[src/rtl/emg_servo_array.sv]
// emg_servo_array: per-channel EMG grip detector with hysteresis/debounce driving slew-limited servo PWM.
module emg_servo_array #(
  parameter int NCH        = 2,
  parameter int DW         = 8,
  parameter int SAMPLE_DIV = 50,
  parameter int FRAME_CYC  = 1000000,
  parameter int PW_MIN     = 50000,
  parameter int PW_MAX     = 100000,
  parameter int STEP       = 5000,
  parameter int TH_HI      = 200,
  parameter int TH_LO      = 50,
  parameter int DEBOUNCE   = 3
) (
  input  logic              clk,
  input  logic              reset_n,
  input  logic              en,
  input  logic [NCH*DW-1:0] d,
  output logic [NCH-1:0]    servo_pwm,
  output logic [NCH-1:0]    grip,
  output logic              frame_tick
);
  localparam int SW = $clog2(SAMPLE_DIV);
  localparam int FW = $clog2(FRAME_CYC);
  localparam int BW = $clog2(DEBOUNCE + 1);
  logic [SW-1:0] sc;
  logic [FW-1:0] fc;
  logic          st;
  assign st         = sc == SW'(SAMPLE_DIV - 1);
  assign frame_tick = fc == FW'(FRAME_CYC - 1);
  always_ff @(posedge clk or negedge reset_n) begin
    if (!reset_n) begin
      sc <= '0;
      fc <= '0;
    end else begin
      sc <= st ? '0 : sc + SW'(1);
      fc <= frame_tick ? '0 : fc + FW'(1);
    end
  end
  for (genvar i = 0; i < NCH; i++) begin : g_ch
    logic [DW-1:0] s;
    logic [BW-1:0] dbc;
    logic [FW-1:0] pw, tgt, diff;
    logic          qual, g, p, done;
    assign s    = d[i*DW +: DW];
    // a qualifying sample is one that argues for leaving the current grip state
    assign qual = g ? s <= DW'(TH_LO) : s >= DW'(TH_HI);
    assign done = qual && dbc == BW'(DEBOUNCE - 1);
    assign tgt  = g ? FW'(PW_MAX) : FW'(PW_MIN);
    assign diff = pw < tgt ? tgt - pw : pw - tgt;
    always_ff @(posedge clk or negedge reset_n) begin
      if (!reset_n) begin
        dbc <= '0;
        g   <= 1'b0;
        pw  <= FW'(PW_MIN);
        p   <= 1'b0;
      end else begin
        p <= en & (fc < pw);
        if (st) begin
          dbc <= (qual && !done) ? dbc + BW'(1) : '0;
          if (done) g <= ~g;
        end
        if (frame_tick) pw <= diff <= FW'(STEP) ? tgt : pw < tgt ? pw + FW'(STEP) : pw - FW'(STEP);
      end
    end
    assign grip[i]      = g;
    assign servo_pwm[i] = p;
  end
endmodule

[config.mk]
export PLATFORM = sky130hd
export DESIGN_NAME = emg_servo_array
export DESIGN_NICKNAME = d
export VERILOG_FILES = /design/src/rtl/emg_servo_array.sv
export SDC_FILE = /design/constraint.sdc
export NUM_CORES = 1
export LEC_CHECK = 0
export CAP_MARGIN = 40
export CORE_ASPECT_RATIO = 1.75
export CORE_UTILIZATION = 58
export DETAILED_ROUTE_END_ITERATION = 16
export GPL_ROUTABILITY_DRIVEN = 0
export PLACE_DENSITY = 0.79
export SLEW_MARGIN = 20
export SYNTH_ARGS = -nofsm -noshare
export SYNTH_HDL_FRONTEND = slang
export SYNTH_SLANG_ARGS = --single-unit
[constraint.sdc]
create_clock -name clk -period 4.72 [get_ports clk]
set_clock_uncertainty 0.05 [all_clocks]
set_input_delay 0.708 -clock clk [delete_from_list [all_inputs] [get_ports clk]]
set_output_delay 0.708 -clock clk [all_outputs]
set_load 0.05 [all_outputs]
==> flow_metrics.tcl, run 1 <==
set metrics [dict create \
    synth-compound-area-share_pct 25.3 \
    die_w_um 88.6 \
    io_pins 24 \
    total_power_mw 1.36 \
    p_sw_share_pct 21.8 \
    final_common_cell "ha_1" \
    viasPerCell 6.41 \
    synthMuxAreaShare_pct 1.94 \
    fmaxAchievable_mhz 223 \
    p_clk_share_pct 54.7 \
    min_path_type "input port to async pin" \
    postLayoutCellArea_um2 8480 \
    cts_tree "done" \
    fillers 1126 \
    maxSlewHeadroom_pct 55.6 \
    clk_latency_ns 0.34 \
    synth-simple-area-share_pct 20.1 \
    synthArstFlopShare_pct 100 \
    ys_seq_elements 68 \
    drt_first_iter_violations 438 \
    synth-main-ff-cell "dfrtp_1" \
    htreeDepth 3 \
    whs_ns 0.195 \
    place_area_um2 8120 \
    final_max_slew_viol_count 0 \
    synth_top_family_by_area "compound AO/OA/AOI/OAI gates" \
    area_growth_pct 11.4 \
    drc 0 \
    cts_buffers 9 \
    synth_edf_count 0 \
    fin_crit_ns 4.49 \
    cts_root_buf "clkbuf_16" \
    pwr-share-comb_pct 2.5 \
    finalCritPeriodShare_pct 95.1 \
    synth_top_area_share_pct 18.4 \
    fin_util_pct 65.9 \
    p_leak_nw 3.68 \
    ys_seq_area_share_pct 22.5 \
    synthAdderAreaFrac_pct 17.0 \
    portBuffers 23 \
    p_int_mw 1.07 \
    totalWireLength_um 20800 \
    dieArea_um2 13600 \
    hold_buffers 0 \
    yosysWarningCount 0 \
    dr.pass1.iters 5 \
    syn_avg_cell_area_um2 8.14 \
    wl_per_cell_um 18.2 \
    cap_violations 0 \
    cp.required_ns 4.88 \
    hpwl_um 15900 \
    num_vias 7309 \
    rsz0062_at_grt "no" \
    grt_pass1_wl_um 35200 \
    die-height_um 154 \
    ir_drop_v 0.000164 \
    arrival_ns 4.65 \
    syn-num-nets 1055 \
    setup_viol_count_final 0 \
    finalHoldViolCount 0 \
    p_per_area_nw_per_um2 161 \
    num-nets-final 1085 \
    cp_max_fo 18 \
    synthXorXnorAreaFrac_pct 7.59 \
    ant_nets 0 \
    startpoint_type "flop" \
    switchingPower_mw 0.297 \
    multiInputGateArea_um2 5510 \
    syn_inst 935 \
    postCtsSetupBuffers 0 \
    initial_core_util_pct 59.2 \
    grt_usage_pct 33.1 \
    final_cell_mix "ha_1 (96), nand2_1 (68), a21oi_1 (64)" \
    grt_pass1_vias 7498 \
    clk_pin_slew_ns 0.06 \
    critPathCaptureType "flop" \
    yosys.area.top_type "dfrtp_1" \
    synth_cell_types 77 \
    synth_area_leaders "dfrtp_1 (18%), ha_1 (16%), xnor2_1 (5.3%)" \
    diodes 0 \
    drive_above_1_share_pct 9.69 \
    fp-row-count 55 \
    grt_max_degree 52 \
    clock-sinks 68 \
    grt_antenna_before_repair 0 \
    status "completed" \
    core_um2 12900 \
    seqCellArea_um2 1720 \
    syn_area_um2 7610 \
    path_class "flop to flop" \
    clockBufferDepth 2 \
    overflow 0 \
    pwr-share-seq_pct 42.8 \
    worst_pin_slew_ns 0.658 \
]
-- repair_timing --
| action | in CTS | in global routing |
|---|---|---|
| endpoints found under the setup margin | 2 | 5 |
| pin swaps | 0 | 2 |
| resized for setup | 2 | 8 |
-- per-layer routing --
layer / up-vias / GRT usage (%) / part of all wire, % / wire [um]
met2: 236 / 58.8 / 54 / 11300
li1: 3526 / - / - / -
met3: 90 / 4.19 / 3.8 / 787
met4: 0 / 22.9 / 6.4 / 1330
met1: 3457 / 35.1 / 36 / 7390
met5: - / 0 / 0 / 0
-- kinds of logic (layout without fill, tap and decap cells) --
logic type,after synthesis,after routing
AO/OA/AOI/OAI,290,290
XOR/XNOR,66,66
adder cells (fa/ha/maj),101,101
buffers and inverters,98,133
flip-flops,68,68
multiplexers,14,14
AND/OR/NAND/NOR,298,298
-- layout make-up --
type,count,area share (%)
clock inverter,7,1.17
tap,171,2.52
multi-input combinational,769,65.0
inverter,64,2.83
clock buffer,9,2.66
sequential,68,20.2
timing repair buffer,53,5.59
-- stage by stage --
step	TNS, ns	worst slack, ns	instances
after floorplan	0	0.0697	935
after global placement	0	0.284	1124
after detailed placement	-0.000786	-0.000786	1125
after CTS	0	0.123	1141
after global routing	0	0.0258	1141
final	0	0.229	1141
-- final timing paths --
| check | cells past startpoint | start | endpoint | slack [ns] |
|---|---|---|---|---|
| worst max-delay path | 14 | g_ch[0].pw[14] | g_ch[0].pw[3] | 0.23 |
| min in group clk | 1 | fc[0] | fc[0] | 0.43 |
| max in group asynchronous | 2 | reset_n | g_ch[1].pw[15] | 3.83 |
| worst min register to register | 1 | fc[0] | fc[0] | 0.43 |
| worst min-delay path | 1 | reset_n | g_ch[0].pw[7] | 0.19 |
| worst max register to register | 14 | g_ch[0].pw[14] | g_ch[0].pw[3] | 0.23 |
-- sequential cells by signal, summed over array words and instances (netlist names) --
signal,flops
fc,20
g_ch.dbc,4
g_ch.g,2
g_ch.p,2
g_ch.pw,34
sc,6
-- cell usage after synthesis (5+ instances only) --
library cell   n
a211oi_1      13
dfrtp_1       56
o21ai_0       62
xor2_1        20
a2111oi_0      5
and3_1        11
nor4_1         9
buf_4          5
nand4_1       11
and2_1         5
inv_1         62
nand2b_1      18
a21o_1        20
o2111ai_1      6
o31ai_1       13
mux2i_1       11
or3_1         10
buf_2         11
a211o_1        5
ha_1          97
nor2_1        63
nand2_1       69
o31a_1         7
a21oi_1       64
dfstp_2       12
o21a_1        23
xnor2_1       46
nand3_1       36
a31oi_1       10
clkbuf_1      13
a31o_2         6
o211ai_1      15
nor3_1        32
and4_1         6
-- critical path, cell delays in order, from the launching register on --
cell	delay, ns
dfstp_2	0.56
inv_1	0.12
ha_1	0.36
nand4bb_1	0.22
nor4_4	0.39
a21o_1	0.27
buf_4	0.28
mux2_4	0.33
or4_1	0.39
a211oi_1	0.36
nand4b_1	0.21
nor4_4	0.17
buf_4	0.29
nand2b_1	0.24
o21ai_0	0.11
-- power by group through the flow --
stage | Sequential, mW | Combinational (mW) | Clock [mW]
2_1_floorplan | 0.594 | 0.00425 | 0
3_3_place_gp | 0.594 | 0.0321 | 0
3_5_place_dp | 0.594 | 0.0356 | 0
4_1_cts | 0.583 | 0.0356 | 0.752
5_1_grt | 0.583 | 0.0385 | 0.778
6_report | 0.583 | 0.0346 | 0.745
No activity file was read; power rests on OpenSTA's default activity.
==> run 2, diff against run 1 <==
--- a/config.mk
+++ b/config.mk
@@ -7,11 +7,12 @@
 export LEC_CHECK = 0
 export CAP_MARGIN = 40
 export CORE_ASPECT_RATIO = 1.75
+export CORE_MARGIN = 2
 export CORE_UTILIZATION = 58
 export DETAILED_ROUTE_END_ITERATION = 16
-export GPL_ROUTABILITY_DRIVEN = 0
+export GPL_ROUTABILITY_DRIVEN = 1
 export PLACE_DENSITY = 0.79
-export SLEW_MARGIN = 20
+export SLEW_MARGIN = 15
 export SYNTH_ARGS = -nofsm -noshare
 export SYNTH_HDL_FRONTEND = slang
 export SYNTH_SLANG_ARGS = --single-unit
==> run 2 against run 1 <==
  * Design area is essentially flat
  * Hold slack gained 0.010 ns
  * Final cell count is the same
  * Total power is essentially flat
  * Count of clock-buffer cells in the layout is the same
  * Sequential power is essentially flat
  * Global-route usage shrank 3.2 points
  * Die area grew 3.6%
  * Maximum frequency shrank 0.60%
  * Non-clock buffer count is the same
  * Utilization is essentially flat
==> flow_metrics.tcl, run 2 (synthesis results as in run 1) <==
set metrics [dict create \
    final_max_slew_viol_count 0 \
    cp.required_ns 4.95 \
    totalWireLength_um 20900 \
    grt_usage_pct 29.9 \
    final_cell_mix "ha_1 (96), nand2_1 (69), nor2_1 (63), a21oi_1 (63), o21ai_0 (62)" \
    drt_first_iter_violations 379 \
    area_growth_pct 11.4 \
    regToRegStartpoint "g_ch[0].pw[14]" \
    status "completed" \
    largest_register "g_ch.pw" \
    dieArea_um2 14100 \
    initial_core_util_pct 59.2 \
    ir_drop_v 0.000156 \
    place_area_um2 8110 \
    portBuffers 23 \
    p_per_area_nw_per_um2 161 \
    path_class "flop to flop" \
    overflow 0 \
    grt_max_degree 52 \
    critPathCaptureType "flop" \
    io_pins 24 \
    worst_pin_slew_ns 0.630 \
    clock-sinks 68 \
    fin_setup_tns_ns 0 \
    dr.pass1.iters 5 \
    p_leak_nw 3.69 \
    num_vias 7368 \
    grt_antenna_before_repair 0 \
    fp-row-count 55 \
    place_inst 1123 \
    finalHoldViolCount 0 \
    core_um2 12900 \
    cap_violations 0 \
    cp_cell_sequence "inv_1, ha_1, buf_4, nor2_1, o311ai_2, a21o_1, buf_4, mux2_4, or4_1, a211oi_1, nand4b_1, nor4_4, buf_4, and3_1, a211o_1" \
    drive_above_1_share_pct 9.69 \
    fillers 1122 \
    critical-path-max-stage-delay_ns 0.56 \
    arrival_ns 4.74 \
    drc 0 \
    gp_congestion 0.998 \
    cp-startpoint "g_ch[0].pw[14]" \
    diodes 0 \
    grt_pass1_vias 7523 \
    cts_tree "done" \
    multiInputGateArea_um2 5510 \
    die-height_um 156 \
    finalCritPeriodShare_pct 95.7 \
    grt_pass1_wl_um 34300 \
    fin_crit_ns 4.52 \
    cp_max_fo 18 \
    cts_buffers 9 \
    hpwl_um 15800 \
    startpoint_type "flop" \
    hold_buffers 0 \
    postLayoutCellArea_um2 8480 \
    viasPerCell 6.46 \
    slowest_stage "dfstp_2" \
    clk_pin_slew_ns 0.06 \
    setup_viol_count_final 0 \
    min_path_type "input port to async pin" \
    htreeDepth 3 \
    path_delay_family "compound AO/OA/AOI/OAI gates" \
    die_w_um 90.6 \
    wl_per_cell_um 18.3 \
    reg_top3 "g_ch.pw (34), fc (20), sc (6)" \
    cpMostUsedCell "buf_4" \
    clockBufferDepth 2 \
    num-nets-final 1085 \
    ant_nets 0 \
    layout.cells.non_filler 1141 \
    maxSlewHeadroom_pct 57.7 \
    largest_register_ffs 34 \
    fmaxAchievable_mhz 221 \
    cts_root_buf "clkbuf_16" \
    final_common_cell "ha_1" \
    cp_num_buf_inv 4 \
    seqCellArea_um2 1720 \
    clk_latency_ns 0.34 \
]
[run 2: changes by cell type in the layout (fill, tap and decap cells not counted)]
cell,previous run,this run
o2111ai_1,6,5
nand2_1,68,69
nand2_2,1,0
inv_6,1,2
a311oi_2,1,0
a21oi_2,3,4
o21ai_1,5,4
a21oi_1,64,63
a311oi_1,3,4
clkinv_4,2,1
o21ai_0,61,62
o2111ai_2,0,1
[run 2: stage by stage]
step	worst slack [ns]	hold WS [ns]	total power [mW]	util [%]
final	0.202	0.205	1.36	65.9
after global routing	-0.0275	0.217	1.41	65.9
after CTS	0.0245	0.205	1.38	65.5
after detailed placement	0.0513	0.428	0.629	63.0
after global placement	0.245	0.416	0.626	62.8
after floorplan	0.0697	0.362	0.598	-
[run 2: layout make-up]
type	count	share of cell area [%]
multi-input cells	769	65.0
flip-flops and latches	68	20.2
repair buffers	53	5.59
inverters	64	2.83
clock buffers	9	2.65
well taps	171	2.52
clock inverters	7	1.17
[run 2: worst paths after layout]
kind | end | slack, ns | cells past startpoint
max | g_ch[0].pw[7] | 0.20 | 15
min | g_ch[0].g | 0.21 | 1
max reg2reg | g_ch[0].pw[7] | 0.20 | 15
min reg2reg | g_ch[0].dbc[0] | 0.43 | 1
max in group asynchronous | g_ch[1].pw[15] | 3.80 | 2
min in group clk | g_ch[0].dbc[0] | 0.43 | 1
[run 2: per-layer routing]
| metal | share of wire, % | routed length [um] | GRT usage [%] |
|---|---|---|---|
| met4 | 6.3 | 1320 | 21.3 |
| met1 | 36 | 7520 | 29.2 |
| met3 | 3.0 | 634 | 2.80 |
| met2 | 55 | 11400 | 57.7 |
| met5 | 0 | 0 | 0 |
[run 2: timing repair]
item	in CTS	in global routing
endpoints found under the setup margin	0	10
buffers inserted	0	2
hold endpoints to repair	0	0
resized for setup	0	9
[run 2: power breakdown]
group	total [mW]	switching (mW)	leakage, nW	internal [mW]
logic	0.0349	0.0174	2.67	0.0175
registers	0.583	0	0.859	0.583
clock network	0.745	0.279	0.156	0.466
==> run 3, diff against run 2 <==
--- a/config.mk
+++ b/config.mk
@@ -9,6 +9,7 @@
 export CORE_ASPECT_RATIO = 1.75
 export CORE_MARGIN = 2
 export CORE_UTILIZATION = 58
+export CTS_BUF_LIST = sky130_fd_sc_hd__clkbuf_16
 export DETAILED_ROUTE_END_ITERATION = 16
 export GPL_ROUTABILITY_DRIVEN = 1
 export PLACE_DENSITY = 0.79
==> results of run 3 <==
No change in the layout: final DEF, timing and power equal those of run 2.
